[src/rtl/vec_mem_pkg.sv]
// Shared types and helpers for the vector operand store.
// Optional parity protection is enabled by defining VEC_MEM_PARITY_EN.
package vec_mem_pkg;

  typedef enum logic [1:0] {
    IDLE,
    LOAD,
    LOADED,
    STREAM
  } state_t;

  function automatic int unsigned clog2(input int unsigned n);
    int unsigned r = 0;
    for (int unsigned i = 0; i < 32; i++) begin
      if ((64'd1 << i) < 64'(n)) r = i + 1;
    end
    return (r == 0) ? 1 : r;
  endfunction

  // Low bit of channel ch inside a packed multi-channel word.
  function automatic int unsigned ch_lo(input int unsigned ch, input int unsigned width);
    return ch * width;
  endfunction

endpackage

[src/rtl/vec_mem_bank.sv]
// One 1W1R synchronous RAM bank, read-first on same-address collision.
// Word width includes the parity bit when VEC_MEM_PARITY_EN is defined.
module vec_mem_bank
  import vec_mem_pkg::*;
#(
  parameter int unsigned WIDTH      = 8,
  parameter int unsigned DEPTH      = 32,
  parameter int unsigned ADDR_WIDTH = 5
) (
  input  logic                  clk,
  input  logic                  we,
  input  logic [ADDR_WIDTH-1:0] waddr,
  input  logic [WIDTH-1:0]      wdata,
  input  logic                  re,
  input  logic [ADDR_WIDTH-1:0] raddr,
  output logic [WIDTH-1:0]      rdata
);

  logic [WIDTH-1:0] mem [DEPTH];

  always_ff @(posedge clk) begin
    if (we) mem[waddr] <= wdata;
    if (re) rdata <= mem[raddr];
  end

endmodule

[src/rtl/vec_mem_controller.sv]
// Multi-channel operand vector store: lockstep load, random read, streamed burst.
// Define VEC_MEM_PARITY_EN to store and check an even-parity bit per bank word.
module vec_mem_controller
  import vec_mem_pkg::*;
#(
  parameter int unsigned DATA_WIDTH = 8,
  parameter int unsigned NUM_CH     = 2,
  parameter int unsigned DEPTH      = 32,
  parameter int unsigned ADDR_WIDTH = clog2(DEPTH)
) (
  input  logic                         clk,
  input  logic                         rst,
  input  logic [ADDR_WIDTH:0]          cfg_len,
  input  logic                         start,
  input  logic                         in_valid,
  output logic                         in_ready,
  input  logic [NUM_CH*DATA_WIDTH-1:0] in_data,
  output logic                         busy,
  output logic                         done,
  input  logic                         rd_en,
  input  logic [ADDR_WIDTH-1:0]        rd_addr,
  output logic                         rd_valid,
  output logic [NUM_CH*DATA_WIDTH-1:0] rd_data,
  input  logic                         strm_start,
  output logic                         strm_valid,
  input  logic                         strm_ready,
  output logic [NUM_CH*DATA_WIDTH-1:0] strm_data,
  output logic                         strm_last,
  output logic                         err
);

  localparam int unsigned LW = ADDR_WIDTH + 1;
  localparam int unsigned VW = NUM_CH * DATA_WIDTH;
`ifdef VEC_MEM_PARITY_EN
  localparam int unsigned BW = DATA_WIDTH + 1;
`else
  localparam int unsigned BW = DATA_WIDTH;
`endif
  localparam logic [LW-1:0] DEPTH_L = LW'(DEPTH);

  state_t                state, state_nxt;
  logic [LW-1:0]         len, rd_ptr, issue_idx;
  logic [ADDR_WIDTH-1:0] wr_ptr, bank_raddr;
  logic                  load_go, strm_go, proto_err, wr_fire, wr_last, rd_fire, stream_on;
  logic                  done_q, err_q, rd_valid_q, rd_oob_q, rd_oob;
  logic                  pop, strm_issue, bank_re, inflight, inflight_last;
  logic [1:0]            occ, count, count_nxt;
  logic [1:0][VW-1:0]    sk_data, sk_data_nxt;
  logic [1:0]            sk_last, sk_last_nxt, sk_perr, sk_perr_nxt;
  logic [VW-1:0]         bank_flat;
  logic [NUM_CH-1:0]     bank_perr_ch;
  logic                  bank_perr;

  always_ff @(posedge clk) begin
    if (rst) state <= IDLE;
    else     state <= state_nxt;
  end

  always_comb begin
    state_nxt = state;
    load_go   = 1'b0;
    strm_go   = 1'b0;
    proto_err = 1'b0;
    wr_fire   = 1'b0;
    wr_last   = 1'b0;
    rd_fire   = 1'b0;
    stream_on = 1'b0;
    case (state)
      IDLE, LOADED: begin
        if (start) begin
          if (cfg_len == '0) proto_err = 1'b1;
          else begin
            load_go   = 1'b1;
            state_nxt = LOAD;
          end
        end else if (state == LOADED && strm_start) begin
          strm_go   = 1'b1;
          state_nxt = STREAM;
        end
        rd_fire = rd_en && !strm_go;
      end
      LOAD: begin
        rd_fire   = rd_en;
        wr_fire   = in_valid;
        proto_err = strm_start;
        if (in_valid && ({1'b0, wr_ptr} == len - LW'(1))) begin
          wr_last   = 1'b1;
          state_nxt = LOADED;
        end
      end
      STREAM: begin
        stream_on = 1'b1;
        if (pop && sk_last[0]) state_nxt = LOADED;
      end
      default: state_nxt = IDLE;
    endcase
  end

  // Reads run one element ahead of the skid buffer; occupancy counts the read in flight.
  assign pop        = strm_valid & strm_ready;
  assign occ        = count + {1'b0, inflight} - {1'b0, pop};
  assign issue_idx  = strm_go ? '0 : rd_ptr;
  assign strm_issue = strm_go | (stream_on & (rd_ptr < len) & (occ < 2'd2));
  assign rd_oob     = ({1'b0, rd_addr} >= DEPTH_L);
  assign bank_re    = strm_issue | (rd_fire & ~rd_oob);
  assign bank_raddr = strm_issue ? issue_idx[ADDR_WIDTH-1:0] : rd_addr;

  for (genvar k = 0; k < NUM_CH; k++) begin : g_bank
    localparam int unsigned LO = ch_lo(k, DATA_WIDTH);
    logic [DATA_WIDTH-1:0] wslice;
    logic [BW-1:0]         wword, rword;
    assign wslice = in_data[LO +: DATA_WIDTH];
`ifdef VEC_MEM_PARITY_EN
    assign wword           = {^wslice, wslice};
    assign bank_perr_ch[k] = ^rword;
`else
    assign wword           = wslice;
    assign bank_perr_ch[k] = 1'b0;
`endif
    assign bank_flat[LO +: DATA_WIDTH] = rword[DATA_WIDTH-1:0];

    vec_mem_bank #(
      .WIDTH     (BW),
      .DEPTH     (DEPTH),
      .ADDR_WIDTH(ADDR_WIDTH)
    ) u_bank (
      .clk  (clk),
      .we   (wr_fire),
      .waddr(wr_ptr),
      .wdata(wword),
      .re   (bank_re),
      .raddr(bank_raddr),
      .rdata(rword)
    );
  end

  assign bank_perr = |bank_perr_ch;

  always_comb begin
    sk_data_nxt = sk_data;
    sk_last_nxt = sk_last;
    sk_perr_nxt = sk_perr;
    count_nxt   = count;
    if (pop) begin
      sk_data_nxt[0] = sk_data[1];
      sk_last_nxt[0] = sk_last[1];
      sk_perr_nxt[0] = sk_perr[1];
      count_nxt      = count - 2'd1;
    end else begin
      // A held head reports its parity error only on its first valid cycle.
      sk_perr_nxt[0] = 1'b0;
    end
    if (inflight) begin
      sk_data_nxt[count_nxt[0]] = bank_flat;
      sk_last_nxt[count_nxt[0]] = inflight_last;
      sk_perr_nxt[count_nxt[0]] = bank_perr;
      count_nxt                 = count_nxt + 2'd1;
    end
  end

  always_ff @(posedge clk) begin
    if (rst) begin
      len           <= '0;
      wr_ptr        <= '0;
      rd_ptr        <= '0;
      done_q        <= 1'b0;
      err_q         <= 1'b0;
      rd_valid_q    <= 1'b0;
      rd_oob_q      <= 1'b0;
      inflight      <= 1'b0;
      inflight_last <= 1'b0;
      count         <= '0;
      sk_data       <= '0;
      sk_last       <= '0;
      sk_perr       <= '0;
    end else begin
      done_q     <= wr_last;
      err_q      <= proto_err;
      rd_valid_q <= rd_fire;
      rd_oob_q   <= rd_fire & rd_oob;
      if (load_go) begin
        len    <= (cfg_len > DEPTH_L) ? DEPTH_L : cfg_len;
        wr_ptr <= '0;
      end else if (wr_fire) begin
        wr_ptr <= wr_ptr + 1'b1;
      end
      if (strm_issue) rd_ptr <= issue_idx + LW'(1);
      inflight      <= strm_issue;
      inflight_last <= strm_issue && (issue_idx == len - LW'(1));
      count         <= count_nxt;
      sk_data       <= sk_data_nxt;
      sk_last       <= sk_last_nxt;
      sk_perr       <= sk_perr_nxt;
    end
  end

  assign in_ready   = (state == LOAD);
  assign busy       = (state == LOAD) || (state == STREAM);
  assign done       = done_q;
  assign rd_valid   = rd_valid_q;
  assign rd_data    = (rd_valid_q && !rd_oob_q) ? bank_flat : '0;
  assign strm_valid = (count != 2'd0);
  assign strm_data  = strm_valid ? sk_data[0] : '0;
  assign strm_last  = strm_valid & sk_last[0];
  assign err        = err_q | (rd_valid_q & (rd_oob_q | bank_perr)) | (strm_valid & sk_perr[0]);

endmodule

[config.mk]
export PLATFORM = sky130hd
export DESIGN_NAME = vec_mem_controller
export DESIGN_NICKNAME = d
export VERILOG_FILES = /design/src/rtl/vec_mem_pkg.sv /design/src/rtl/vec_mem_bank.sv /design/src/rtl/vec_mem_controller.sv
export SDC_FILE = /design/constraint.sdc
export NUM_CORES = 1
export LEC_CHECK = 0
export CAP_MARGIN = 20
export CORE_AREA = 2 2 202 204
export DETAILED_ROUTE_END_ITERATION = 8
export DIE_AREA = 0 0 204 206
export GPL_ROUTABILITY_DRIVEN = 1
export PLACE_DENSITY = 0.77
export SLEW_MARGIN = 10
export SYNTH_ARGS = -nofsm -noshare
export SYNTH_HDL_FRONTEND = slang
export SYNTH_HIERARCHICAL = 1
export SYNTH_SLANG_ARGS = --single-unit
[constraint.sdc]
create_clock -name clk -period 9.4 [get_ports clk]
set_clock_uncertainty 0.2 [all_clocks]
set_input_delay 0.94 -clock clk [delete_from_list [all_inputs] [get_ports clk]]
set_output_delay 0.94 -clock clk [all_outputs]
set_load 0.1 [all_outputs]
==> parameters.txt <==
Parameter                              Value

Run status
  Result of the run ... finished, final reports clean

Floorplanning
  Core Rows ... 74
  Die Footprint ... 0.0420 mm²
  Floorplan die height ... 206 µm
  Number of primary I/O pins ... 73
  Core Region ... roughly 0.040 mm²
  Die width ... 204 µm
  Initial Util ... roughly 60%

Place
  Final estimated routing congestion in global placement ... 0.870
  Post-detail-place hpwl ... 30900 µm
  Total of buffers placed on input and output ports ... 72
  Instance count after placement with tap cells included ... between 1.5k and 2k

Clocking
  Post-cts sizing count ... 0
  CTS root buffer ... sky130_fd_sc_hd__clkbuf_16
  Buffer depth of the longest clock path ... 3
  Clock-pin slew reported for the worst setup and hold paths after clock tree synthesis ... around 0.06 ns
  Number of levels in the clock H-tree ... 2
  Setup bufs post-CTS ... 0
  Insertion delay to the later sink of the worst-skew pair ... about 0.62 ns
  TritonCTS clock tree ... done
  Number of hold buffers added after cts ... 0
  Clock Sink Count ... between 500 and 600
  CTS buffer count ... between 50 and 60

Synth
  EDFF count, synth ... 528
  Number of storage elements in the synthesis netlist ... 590
  Fraction of synthesis flops using an asynchronous set or reset pin ... 0%
  Post-synthesis net count ... between 1k and 1.5k
  Commonest register cell after synthesis ... sky130_fd_sc_hd__edfxtp_1
  Synth Instances ... approximately 1.2k
  Syn. warnings ... 6
  Share of synthesized area occupied by flip-flops and latches ... around 72%
  Synthesized area per cell ... approximately 19 µm²
  Area leader, netlist ... sky130_fd_sc_hd__edfxtp_1
  Top cells by area, synth ... sky130_fd_sc_hd__edfxtp_1, sky130_fd_sc_hd__mux4_2, sky130_fd_sc_hd__dfxtp_1, sky130_fd_sc_hd__nor2_1, sky130_fd_sc_hd__mux2i_1
  Area share of the largest cell type after synthesis ... approximately 67%
  Post-synthesis cell type count ... between 50 and 60
  Synth Cell Area ... about 0.024 mm²

Power and ir drop
  Share of total power in combinational logic ... under 10%
  Ratio of total power to cell area ... roughly 200 mW/mm²
  Maximum vdd drop ... 0.175 mV
  Sequential power share ... a little over half
  Clock network fraction of design power ... about two fifths
  Leakage power summed over all cells ... approximately 8.4 nW
  Internal power ... approximately 4.2 mW
  Power dissipated by switching net loads ... roughly 1.2 mW
  Switching Fraction ... 21.7%

Drt
  Initial DRC count ... ~1.2k
  Number of vias per cell ... between 6 and 7
  Routed via count ... ~12k
  Number of search-and-repair iterations in the first detailed-routing pass ... 6
  Routed wire per std cell ... 26.5 µm
  Detailed-route DRC error count ... 0
  Wire length after detailed routing ... 50900 µm
  Residual antenna-violating net count after detailed routing ... 0

GRT
  Initial antenna violation count ... 3
  Global Route met3 Usage ... under 10%
  Global routing's busiest layer ... met2
  Pin count of the biggest net entering global routing ... between 60 and 70
  Met2 usage in global routing ... between 40 and 50%
  Fraction of met1 tracks used by global routing ... between 30% and 40%
  Total global-route track usage ... about a quarter
  Number of global-route vias before repair ... 12.2k
  Global-route wire length before repair ... around 77000 µm
  Aggregate global routing overflow ... 0

Setup path
  Cell family with the largest share of critical-path delay ... adder cells
  Kind of capture point of the worst setup path ... flip-flop
  Class of the most critical setup path ... flip-flop to flip-flop
  Critical path cell sequence ... inv_1 > ha_1 > nand2b_1 > inv_1 > ha_1 > inv_1 > ha_1 > xnor2_1 > nor3_2 > nand3_1 > a21oi_4 > buf_16 > buf_12 > mux4_2 > mux4_2 > mux2_2
  R2R setup slack ... just under 2 ns
  Worst reg-to-reg path cell count ... 16
  Critical-path maximum fanout ... 34
  Worst reg2reg startpoint ... count[1]
  Required time at the endpoint of the critical path ... roughly 9.6 ns
  Max stage delay on crit path ... between 0.8 and 0.9 ns
  WP buf/inv ... 5
  FF-to-FF End ... g_bank[0].u_bank/rdata[5]
  Startpoint class of the critical path ... flip-flop
  Data arrival, critical path ... ~7.6 ns
  Critical-path cell with the highest stage delay ... sky130_fd_sc_hd__ha_1

Final layout
  Layout cell share with drive strength beyond 1 ... roughly 22%
  Final Core Density ... between 60% and 70%
  P&R area growth vs syn ... 13.6%
  Non-filler instance count after layout ... 1921
  Total Nets Final ... roughly 1.4k
  Fillcell total ... about 2.6k

STA
  Final Hold Vio Count ... 0
  RSZ-0062 raised after global routing ... false
  Maximum clock frequency ... around 130 MHz
  Relative slew slack ... between 20% and 30%
  Setup violations, final ... 0
  Setup TNS ... 0 ns
  Period utilization ... about four fifths
  Min Tclk post-route ... around 7.4 ns
  Transition time at the pin with the least slew margin ... roughly 1.1 ns
  Final number of max-transition violations ... 0

Hold path
  End of the worst hold path ... sk_perr[1]
  Worst hold start ... sk_perr[1]
  Worst hold path class ... flip-flop to flip-flop
  Hold Path Depth ... 2

Run
  Maximum Capacitance Violations ... 0
==> synth_stat cells (all sizes together) (8+ instances only) <==
master  number
a21oi       18
a311oi      17
and2        18
buf         32
clkbuf      35
dfxtp       62
edfxtp     528
ha          11
inv         12
mux2        16
mux2i       19
mux4       160
nand2       49
nand2b       8
nand3       17
nand3b      10
nor2       125
nor2b       21
o21ai        9
xnor2       12
==> cell families (layout without fill, tap and decap cells) <==
group / count (synthesis) / after routing / synth area share [%]
AO/OA/AOI/OAI: 71 / 71 / 2.09
adder cells (fa/ha/maj): 11 / 11 / 0.583
buffers and inverters: 79 / 218 / 1.55
XOR/XNOR: 18 / 18 / 0.668
flip-flops: 590 / 590 / 72.4
multiplexers: 195 / 195 / 16.8
AND/OR/NAND/NOR: 285 / 285 / 5.86
other: 0 / 1 / 0
==> stage by stage <==
| step | power [mW] | worst slack, ns | hold slack (ns) | instance area, µm² |
|---|---|---|---|---|
| finish | 5.41 | 1.96 | 0.272 | 26800 |
| global route | 5.56 | 1.35 | 0.296 | 26800 |
| CTS | 5.45 | 1.88 | 0.270 | 26700 |
| detailed placement | 3.26 | 1.65 | 0.262 | 24900 |
| global placement | 3.26 | 1.56 | 0.257 | 24900 |
| floorplan | 3.14 | 4.38 | 0.236 | 23600 |
==> worst register-to-register path, stage by stage, from the launching register on <==
cell and delay, ns:
sky130_fd_sc_hd__dfxtp_1 0.33, sky130_fd_sc_hd__inv_1 0.06, sky130_fd_sc_hd__ha_1 0.56, sky130_fd_sc_hd__nand2b_1 0.63, sky130_fd_sc_hd__inv_1 0.46, sky130_fd_sc_hd__ha_1 0.43
sky130_fd_sc_hd__inv_1 0.10, sky130_fd_sc_hd__ha_1 0.85, sky130_fd_sc_hd__xnor2_1 0.26, sky130_fd_sc_hd__nor3_2 0.49, sky130_fd_sc_hd__nand3_1 0.21, sky130_fd_sc_hd__a21oi_4 0.68
sky130_fd_sc_hd__buf_16 0.23, sky130_fd_sc_hd__buf_12 0.29, sky130_fd_sc_hd__mux4_2 0.63, sky130_fd_sc_hd__mux4_2 0.50, sky130_fd_sc_hd__mux2_2 0.29
==> final cells by class <==
cell class,instances,area [µm²],area share (%)
Sequential cell,590,17100,63.8
Multi-Input combinational cell,580,6210,23.2
Clock buffer,74,1530,5.72
Timing Repair Buffer,96,978,3.65
Tap cell,532,666,2.48
Clock inverter,36,280,1.05
Inverter,12,45.0,0.168
Antenna cell,1,2.50,0.00933
==> power by group through the flow <==
stage | sequential [mW] | clock (mW) | combinational [mW]
2_1_floorplan | 2.93 | 0 | 0.213
3_3_place_gp | 2.94 | 0 | 0.311
3_5_place_dp | 2.94 | 0 | 0.320
4_1_cts | 2.89 | 2.23 | 0.323
5_1_grt | 2.89 | 2.33 | 0.348
6_report | 2.89 | 2.20 | 0.327
==> routing by layer <==
layer | wire [µm] | up-vias
met5 | 13 | -
met2 | 25300 | 528
met4 | 1450 | 2
li1 | - | 5208
met1 | 20100 | 6266
met3 | 4070 | 100
==> how the worst max path moves through the flow <==
stage / start / endpoint / slack, ns / cells after the start
after global placement: strm_ready / g_bank[0].u_bank/rdata[4] / 1.56 / 14
after floorplan: strm_ready / g_bank[1].u_bank/rdata[0] / 4.38 / 17
after detailed placement: strm_ready / g_bank[0].u_bank/rdata[2] / 1.65 / 15
after CTS: count[0] / g_bank[0].u_bank/rdata[5] / 1.88 / 16
final: count[1] / g_bank[0].u_bank/rdata[5] / 1.96 / 16
after global routing: count[1] / g_bank[0].u_bank/rdata[2] / 1.35 / 16
==> layout by cell type (no fill, tap or decap), types with 6 or more instances in the layout <==
cell / n
sky130_fd_sc_hd__buf_8: 8
sky130_fd_sc_hd__nor3b_1: 7
sky130_fd_sc_hd__clkinv_1: 12
sky130_fd_sc_hd__xnor2_1: 12
sky130_fd_sc_hd__edfxtp_1: 528
sky130_fd_sc_hd__a21oi_1: 13
sky130_fd_sc_hd__buf_2: 6
sky130_fd_sc_hd__nand2_1: 49
sky130_fd_sc_hd__nand3_1: 17
sky130_fd_sc_hd__mux2i_1: 19
sky130_fd_sc_hd__a311oi_1: 17
sky130_fd_sc_hd__inv_1: 12
sky130_fd_sc_hd__clkinv_2: 12
sky130_fd_sc_hd__nand3b_1: 10
sky130_fd_sc_hd__and2_1: 18
sky130_fd_sc_hd__clkbuf_1: 12
sky130_fd_sc_hd__dfxtp_1: 62
sky130_fd_sc_hd__nor2_1: 125
sky130_fd_sc_hd__nand2b_1: 8
sky130_fd_sc_hd__buf_4: 11
sky130_fd_sc_hd__or3b_2: 6
sky130_fd_sc_hd__o21ai_0: 9
sky130_fd_sc_hd__clkdlybuf4s50_1: 65
sky130_fd_sc_hd__nor2b_1: 21
sky130_fd_sc_hd__mux2_2: 16
sky130_fd_sc_hd__xor2_1: 6
sky130_fd_sc_hd__mux4_2: 160
sky130_fd_sc_hd__nor3_1: 6
sky130_fd_sc_hd__ha_1: 11
sky130_fd_sc_hd__clkbuf_16: 58
==> state kept, by name, indices dropped and copies added, names as in the netlist <==
register,count
sk_data,32
g_bank.u_bank/mem,512
inflight,1
wr_ptr,5
sk_last,2
rd_ptr,6
err_q,1
count,2
state,2
g_bank.u_bank/rdata,16
len,6
done,1
rd_valid,1
sk_perr,2
inflight_last,1
No activity file was read; power rests on OpenSTA's default activity.
